### src/rtl/hpsd_pkg.sv
// Hybrid PWM / sigma-delta DAC shared types.
// Ramp state encoding and derived width helpers.
package hpsd_pkg;

  typedef enum logic [1:0] {
    ST_INIT,
    ST_RUN,
    ST_TERM,
    ST_HALT
  } ramp_state_t;

  function automatic int pmax(input int pwm_bits);
    return (1 << pwm_bits) - 1;
  endfunction

  function automatic int maxth(input int pwm_bits);
    return pmax(pwm_bits) - 1;
  endfunction

  function automatic int frac_bits(input int dw, input int pwm_bits);
    return dw - pwm_bits;
  endfunction

  function automatic int mid(input int ramp_bits);
    return 1 << (ramp_bits - 1);
  endfunction

endpackage

### src/rtl/hpsd_ramp_ctrl.sv
// Anti-pop ramp sequencer and accumulator dump timer.
// Ramp moves one step per dump tick; RUN->TERM on terminate.
module hpsd_ramp_ctrl
  import hpsd_pkg::*;
#(
  parameter int DUMP_BITS  = 8,
  parameter int RAMP_BITS  = 14,
  parameter int RAMP_START = 'h3E00
) (
  input  logic                 clk,
  input  logic                 reset_n,
  input  logic                 terminate,
  input  logic                 period_end,
  output ramp_state_t          state,
  output logic [RAMP_BITS-1:0] ramp,
  output logic                 tick
);

  localparam logic [RAMP_BITS-1:0] RMID =
    RAMP_BITS'(mid(RAMP_BITS));
  localparam logic [RAMP_BITS-1:0] RMAX = '1;
  localparam logic [RAMP_BITS-1:0] RINIT =
    RAMP_BITS'(RAMP_START);

  logic [DUMP_BITS-1:0] dumpctr;
  ramp_state_t          state_nx;
  logic [RAMP_BITS-1:0] ramp_nx;
  logic [RAMP_BITS-1:0] ramp_dn;
  logic [RAMP_BITS-1:0] ramp_up;

  assign tick    = period_end && (dumpctr == '0);
  assign ramp_dn = ramp - 1'b1;
  assign ramp_up = ramp + 1'b1;

  // Count PWM periods; tick fires as the count wraps
  always_ff @(posedge clk) begin
    if (!reset_n)
      dumpctr <= '0;
    else if (period_end)
      dumpctr <= dumpctr + 1'b1;
  end

  // Ramp state and value registers
  always_ff @(posedge clk) begin
    if (!reset_n) begin
      state <= ST_INIT;
      ramp  <= RINIT;
    end else begin
      state <= state_nx;
      ramp  <= ramp_nx;
    end
  end

  // Ramp sequencing: down to mid at power-on, up to max on terminate
  always_comb begin
    state_nx = state;
    ramp_nx  = ramp;
    unique case (state)
      ST_INIT: begin
        if (tick) begin
          ramp_nx = ramp_dn;
          if (ramp_dn == RMID)
            state_nx = ST_RUN;
        end
      end
      ST_RUN: begin
        if (terminate) begin
          state_nx = ST_TERM;
          ramp_nx  = RMID;
        end
      end
      ST_TERM: begin
        if (tick) begin
          ramp_nx = ramp_up;
          if (ramp_up == RMAX)
            state_nx = ST_HALT;
        end
      end
      ST_HALT: ramp_nx = RMAX;
      default: state_nx = ST_INIT;
    endcase
  end

endmodule

### src/rtl/hybrid_pwm_sd_multi.sv
// N-channel hybrid PWM / sigma-delta audio DAC.
// One channel's threshold is recomputed per PWM period.
module hybrid_pwm_sd_multi
  import hpsd_pkg::*;
#(
  parameter int CHANNELS   = 2,
  parameter int DW         = 16,
  parameter int PWM_BITS   = 5,
  parameter int DUMP_BITS  = 8,
  parameter int RAMP_BITS  = 14,
  parameter int RAMP_START = 'h3E00
) (
  input  logic                   clk,
  input  logic                   reset_n,
  input  logic                   terminate,
  input  logic [CHANNELS*DW-1:0] d,
  output logic [CHANNELS-1:0]    q,
  output logic                   init_done,
  output logic                   term_done
);

  localparam int F  = frac_bits(DW, PWM_BITS);
  localparam int PW = DW + PWM_BITS + 1;
  localparam int CW =
    (CHANNELS > 1) ? $clog2(CHANNELS) : 1;
  localparam logic [PWM_BITS-1:0] PMAX =
    PWM_BITS'(pmax(PWM_BITS));
  localparam logic [PWM_BITS-1:0] MAXTH =
    PWM_BITS'(maxth(PWM_BITS));
  localparam logic [F-1:0] HALF = F'(1 << (F - 1));

  logic [PWM_BITS-1:0] pwmctr;
  logic [CW-1:0]       ch;
  logic [PWM_BITS-1:0] thr  [CHANNELS];
  logic [F-1:0]        frac [CHANNELS];
  logic [DW-1:0]       d_arr [CHANNELS];
  logic                period_end;
  logic                tick;
  ramp_state_t         state;
  logic [RAMP_BITS-1:0] ramp;
  logic [DW-1:0]       x;
  logic [PW-1:0]       prod;
  logic [DW-1:0]       inc;
  logic [DW-1:0]       s;

  for (genvar k = 0; k < CHANNELS; k++) begin : g_d
    assign d_arr[k] = d[k*DW +: DW];
  end

  assign period_end = (pwmctr == PMAX);
  assign init_done  = (state != ST_INIT);
  assign term_done  = (state == ST_HALT);

  hpsd_ramp_ctrl #(
    .DUMP_BITS  (DUMP_BITS),
    .RAMP_BITS  (RAMP_BITS),
    .RAMP_START (RAMP_START)
  ) u_ramp (
    .clk        (clk),
    .reset_n    (reset_n),
    .terminate  (terminate),
    .period_end (period_end),
    .state      (state),
    .ramp       (ramp),
    .tick       (tick)
  );

  // Shared scaler: sample or ramp code into threshold units
  always_comb begin
    x = (state == ST_RUN) ? d_arr[ch]
      : (DW'(ramp) << (DW - RAMP_BITS));
    prod = PW'(x) * PW'(MAXTH) + (PW'(1) << DW);
    inc  = DW'(prod >> PWM_BITS);
    s    = inc + DW'(frac[ch]);
  end

  // Free-running PWM counter and round-robin channel pointer
  always_ff @(posedge clk) begin
    if (!reset_n) begin
      pwmctr <= PMAX;
      ch     <= '0;
    end else begin
      pwmctr <= pwmctr + 1'b1;
      if (period_end) begin
        if (ch == CW'(CHANNELS - 1))
          ch <= '0;
        else
          ch <= ch + 1'b1;
      end
    end
  end

  // Per-channel output flop, threshold and fraction accumulator
  always_ff @(posedge clk) begin
    if (!reset_n) begin
      for (int k = 0; k < CHANNELS; k++) begin
        q[k]    <= 1'b0;
        thr[k]  <= MAXTH;
        frac[k] <= '0;
      end
    end else begin
      for (int k = 0; k < CHANNELS; k++) begin
        if (period_end)
          q[k] <= 1'b1;
        else if (pwmctr == thr[k])
          q[k] <= 1'b0;
        if (tick)
          frac[k] <= HALF;
        if (period_end && (CW'(k) == ch)) begin
          thr[k] <= s[DW-1:F];
          if (!tick)
            frac[k] <= s[F-1:0];
        end
      end
    end
  end

endmodule
### config.mk
export PLATFORM = sky130hd
export DESIGN_NAME = hybrid_pwm_sd_multi
export DESIGN_NICKNAME = d
export VERILOG_FILES = /design/src/rtl/hpsd_pkg.sv /design/src/rtl/hpsd_ramp_ctrl.sv /design/src/rtl/hybrid_pwm_sd_multi.sv
export SDC_FILE = /design/constraint.sdc
export NUM_CORES = 1
export LEC_CHECK = 0
export ABC_AREA = 1
export BUFFER_PORTS_ARGS = -buffer_cell sky130_fd_sc_hd__buf_4
export CAP_MARGIN = 10
export CORE_UTILIZATION = 25
export DETAILED_ROUTE_END_ITERATION = 12
export SYNTH_ARGS = -nofsm -noshare
export SYNTH_HDL_FRONTEND = slang
export SYNTH_SLANG_ARGS = --single-unit
### constraint.sdc
create_clock -name clk -period 6.9 [get_ports clk]
set_input_delay 1.035 -clock clk [delete_from_list [all_inputs] [get_ports clk]]
set_output_delay 1.035 -clock clk [all_outputs]
set_load 0.05 [all_outputs]
# ---- Word-level counts from Yosys, hierarchy flattened
# Memory sizes are Yosys's and may differ from the RTL's. A register that Yosys moved wholly into a read port is not among the register bits.
# Index checks and enable logic that the tools add are counted.
dict set report word_totals {
  reg_bits 32
  ramBits 32
  inputBits 35
  output_inout_bits 4
  wordCells 94
  n_memories 2
}
dict set report op_classes {
  addsub 7
  mul 1
  order_cmp 1
  eq_ne 13
  n_mux 44
  n_bitwise 8
  n_reduce_logical 11
}
# memory depth width read_ports rd_clocked_by_memory_dff wr line
set mem_list {}
lappend mem_list {frac 2 11 1 1 2 hybrid_pwm_sd_multi.sv:35} ;# logic [F-1:0] frac [CHANNELS];
lappend mem_list {thr 2 5 2 0 2 hybrid_pwm_sd_multi.sv:34} ;# logic [PWM_BITS-1:0] thr [CHANNELS];
# cell count
set op_table {}
lappend op_table {{16-bit two-way mux} 4}
lappend op_table {{14-bit one-hot mux with 4 select lines} 1}
lappend op_table {{11-bit two-way mux} 4}
lappend op_table {{14-bit two-way mux} 3}
lappend op_table {{14-bit equality test, second input constant} 2}
lappend op_table {{1-bit two-way mux} 24}
lappend op_table {{21-bit by 17-bit adder with 21-bit output, second input constant} 1}
lappend op_table {{16-bit by 4-bit multiplier with 20-bit output, second input constant} 1}
lappend op_table {{16-bit by 11-bit adder with 16-bit output} 1}
lappend op_table {{14-bit by 1-bit adder with 14-bit output, second input constant} 1}
lappend op_table {{14-bit by 1-bit subtractor with 14-bit output, second input constant} 1}
lappend op_table {{5-bit equality test} 2}
lappend op_table {{2-bit two-way mux} 5}
lappend op_table {{5-bit two-way mux} 2}
lappend op_table {{8-bit by 1-bit adder with 8-bit output, second input constant} 1}
lappend op_table {{8-bit logical NOT} 1}
lappend op_table {{2-bit != test, second input constant} 3}
lappend op_table {{1-bit bitwise OR} 6}
lappend op_table {{2-bit one-hot mux with 3 select lines} 1}
lappend op_table {{6-bit AND reduction} 1}
lappend op_table {{2-bit nonzero test} 3}
lappend op_table {{5-bit by 1-bit adder with 5-bit output, second input constant} 1}
lappend op_table {{5-bit equality test, second input constant} 1}
lappend op_table {{2-bit equality test, second input constant} 2}
lappend op_table {{10 further kinds} 13}

# ---- Longest topological paths before layout
dict set report logic_depth {
  ltp_word 9
  depth_mapped 30
  mapped_depth_nobuf 29
}

# ---- Cells and area by module
# Synthesis repeated with hierarchy kept, for this count alone.
dict set report unflattened {
  cells_unflattened 944
  hier_area_um2 6562.5
}
# mod instances cells_per_inst area_each_um2 seq_area_each_um2
set modules_own_cells {}
lappend modules_own_cells {hybrid_pwm_sd_multi 1 600 4528.1 1141.1}
lappend modules_own_cells {hpsd_ramp_ctrl 1 344 2034.5 480.5}

# ---- Worst setup path after synthesis
# OpenSTA, ideal clock, no wires.
dict set report synth_path {
  kind {input-to-reg}
  start {input d[23]}
  end {memory thr[0][3] (data pin)}
  setup_time_ns 0.269
  t_arrival_ns 4.627
  required_ns 6.631
  path_slack_ns 2.004
  cell_stages 23
  cell_sequence {nand2_1 -> nand3_1 -> o21ai_0 -> fa_1 -> fa_1 -> inv_1 -> ha_1 -> nand2_1 -> inv_1 -> a21oi_1 -> nand2_1 -> a31oi_1 -> xnor2_1 -> ha_1 -> nand2_1 -> nor2_1 -> nand3_1 -> nand4_1 -> nand2_1 -> nand2_1 -> nand3_1 -> o21ai_0 -> nand3_1}
}
# item line
set synth_rtl {}
lappend synth_rtl {{start, declared} hybrid_pwm_sd_multi.sv:16} ;# input logic [CHANNELS*DW-1:0] d,
lappend synth_rtl {{end, declared} hybrid_pwm_sd_multi.sv:34}

==> results.json <==
{
  "die_h_um": 163,
  "ioPinCount": 39,
  "final-setup-viol-count": 0,
  "use_met1_pct": 15.8,
  "grt_max_degree": 28,
  "dr.pass1.iters": 5,
  "htreeDepth": 3,
  "met2_usage_pct": 22.5,
  "dieWidth_um": 163,
  "fin_crit_sh_pct": 80.9,
  "core_area_mm2": 0.0253,
  "synth_nets": 1031,
  "maxCapViolations": 0,
  "drc_errors": 0,
  "fin_nets": 1062,
  "ir_worst_vdd_mv": 0.199,
  "r2r-start": "u_ramp.state[1]",
  "ant_nets": 0,
  "cts_buffer_depth": 2,
  "first_iter_violations": 283,
  "syn_area_mm2": 0.00645,
  "final_util_pct": 29.3,
  "grt_pass1_vias": 5658,
  "critPathMaxStageDelay_ns": 0.51,
  "endpoint_kind": "flip-flop",
  "dpl_cell_area_mm2": 0.00706,
  "cts-root-buf": "clkbuf_16",
  "ys_types": 42,
  "insertion_delay_ns": 0.34,
  "fmax_mhz": 179,
  "hold_path_class": "reg -> reg",
  "worst_pin_slew_ns": 0.910,
  "cp_slowest_cell": "fa_1",
  "critPathBufInv": 6,
  "antenna_found_initial": 0,
  "path_max_fanout": 21,
  "dieArea_mm2": 0.0264,
  "cts_buffers": 9,
  "overflow": 0,
  "vias": 5821,
  "path_class": "reg -> reg",
  "power_leakage_nw": 3.44,
  "cp-start-kind": "flip-flop",
  "tritoncts": "built",
  "fillCellCount": 2773,
  "totalWireLength_um": 16200,
  "ys_seq_elements": 65,
  "start_util_pct": 25.5,
  "status": "finished, final reports clean",
  "worstHoldEndpoint": "pwmctr[0]",
  "avgSynthCellArea_um2": 7.04,
  "cts.sinks": 65,
  "grt_pass1_wl_um": 26800,
  "holdBufCountCts": 0,
  "required_ns": 6.98,
  "syn_to_final_growth_pct": 14.8,
  "grt_usage_pct": 12.8,
  "busiest_layer": "met2",
  "via_per_inst": 4.54,
  "yosysSeqAreaShare_pct": 25.2,
  "dp_hpwl_um": 13000,
  "path_delay_family": "adder cells",
  "critical_path_arrival_ns": 5.66,
  "fin_tns_setup_ns": 0,
  "rows": 58,
  "postCtsSetupBuffers": 0,
  "io_buffers": 38,
  "rsz0062_at_grt": "no",
  "detail_route.wl_per_cell_um": 12.6,
  "finalHoldViolCount": 0,
  "reg2reg_to": "thr[0][4]",
  "r2r_setup_slack_ns": 1.32,
  "whs_path_depth": 1,
  "clkTransAtPathRegs_ns": 0.06,
  "reg2reg_depth": 28,
  "skew_ns": 0.0102,
  "fin_crit_ns": 5.58,
  "synthCells": 916,
  "post_cts_resized": 0,
  "relSlewSlack_pct": 38.7,
  "finalPower_mw": 3.43,
  "grt.met3_usage_pct": 2.06,
  "synth-warning-count": 0,
  "hp-start": "pwmctr[0]",
  "drive_gt1_share_pct": 8.72,
  "n_antenna_cell": 0,
  "slew_violations": 0,
  "power_density_mw_per_mm2": 464,
  "globalplace.congestion": 0.885,
  "stdcell_area_mm2": 0.00740
}
==> per-layer routing <==
layer	vias to the layer above	part of all wire (%)
met5	-	0
met4	0	1.2
met3	17	3.8
met2	105	48
met1	2686	47
li1	3013	-
==> flip-flops by register name, indices dropped and copies added, names as in the netlist, named ones only <==
register and count:
frac 22, q 2, u_ramp.state 2, u_ramp.dumpctr 8
pwmctr 5, u_ramp.ramp 14, thr 10, ch 1
==> final cells by class <==
cell class              instances  area [µm²]  area share (%)
multi-input cells             691        4200            56.8
flip-flops and latches         65        1620            21.9
inverters                     140         526            7.10
well taps                     330         413            5.58
repair buffers                 40         300            4.06
clock buffers                  11         254            3.43
clock inverters                 5        85.1            1.15
==> cell usage after synthesis <==
cell type / number / area, µm²
nand2_1: 219 / 822
inv_1: 135 / 507
nor2_1: 112 / 420
nand3_1: 63 / 315
o21ai_0: 53 / 265
ha_1: 51 / 638
a21oi_1: 43 / 215
dfxtp_1: 33 / 661
edfxtp_1: 32 / 961
fa_1: 29 / 581
xor2_1: 25 / 219
xnor2_1: 15 / 131
nor3_1: 13 / 65.1
mux2_2: 11 / 124
clkbuf_1: 10 / 37.5
nand4_1: 9 / 56.3
o211ai_1: 7 / 52.6
a31oi_1: 6 / 37.5
buf_2: 6 / 30.0
nor2_2: 6 / 37.5
a211oi_1: 4 / 30.0
or2_2: 4 / 25.0
clkinv_1: 3 / 11.3
o22ai_1: 3 / 18.8
a21boi_0: 2 / 15.0
buf_1: 2 / 7.51
buf_6: 2 / 22.5
inv_2: 2 / 7.51
nor2_4: 2 / 22.5
o221ai_1: 2 / 17.5
a21o_1: 1 / 7.51
a22oi_1: 1 / 7.51
and3_1: 1 / 6.26
nand2_2: 1 / 6.26
nand2_4: 1 / 11.3
nand3_2: 1 / 10.0
nand3b_1: 1 / 7.51
nor3b_1: 1 / 7.51
o21ai_1: 1 / 5.00
o21bai_1: 1 / 7.51
o31ai_1: 1 / 7.51
o41ai_1: 1 / 8.76
==> layout by cell type, fill, tap and decap left out, drive strengths merged, types with 3 or more instances in the layout <==
master	n
a211oi	4
buf	40
mux2	11
clkbuf	11
edfxtp	32
or2	4
nand2	221
a21oi	43
ha	51
inv	138
clkinv	4
dfxtp	33
xnor2	15
nor2	120
o21ai	54
nand4	9
o211ai	7
o22ai	3
nand3	64
a31oi	6
fa	29
nor3	13
xor2	25
==> worst max path at each step <==
stage | start | endpoint | slack (ns) | depth (start not counted)
final | u_ramp.state[1] | thr[0][4] | 1.32 | 28
after global routing | u_ramp.state[1] | thr[0][4] | 0.79 | 30
after CTS | u_ramp.state[1] | thr[0][4] | 1.26 | 30
after detailed placement | u_ramp.state[1] | thr[0][8] | 1.30 | 28
after global placement | u_ramp.state[1] | thr[0][3] | 1.36 | 28
after floorplan | d[23] | thr[0][3] | 2.00 | 23
==> through the flow <==
step                hold slack [ns]  setup WS, ns  instances
floorplan                     0.421          2.00        916
global placement              0.452          1.36       1266
detailed placement            0.454          1.30       1266
CTS                           0.471          1.26       1282
global route                  0.502         0.786       1282
finish                        0.465          1.32       1282
==> kinds of logic after synthesis <==
group                      after synthesis  synth area share (%)
buffers and inverters                  160                  9.67
and+or+nand+nor                        434                  28.1
adders and majority gates               80                  18.9
DFF                                     65                  25.2
xor gates and xnor gates                40                  5.43
muxes                                   11                  1.92
AOI/OAI and AO/OA                      126                  10.8
==> report_power, final <==
| group | total [mW] | switching (mW) | leakage, nW | internal, mW |
|---|---|---|---|---|
| logic | 2.34 | 1.48 | 2.69 | 0.861 |
| registers | 0.570 | 0.0666 | 0.587 | 0.504 |
| clock network | 0.518 | 0.178 | 0.161 | 0.340 |
(Power assumes the default switching activity.)
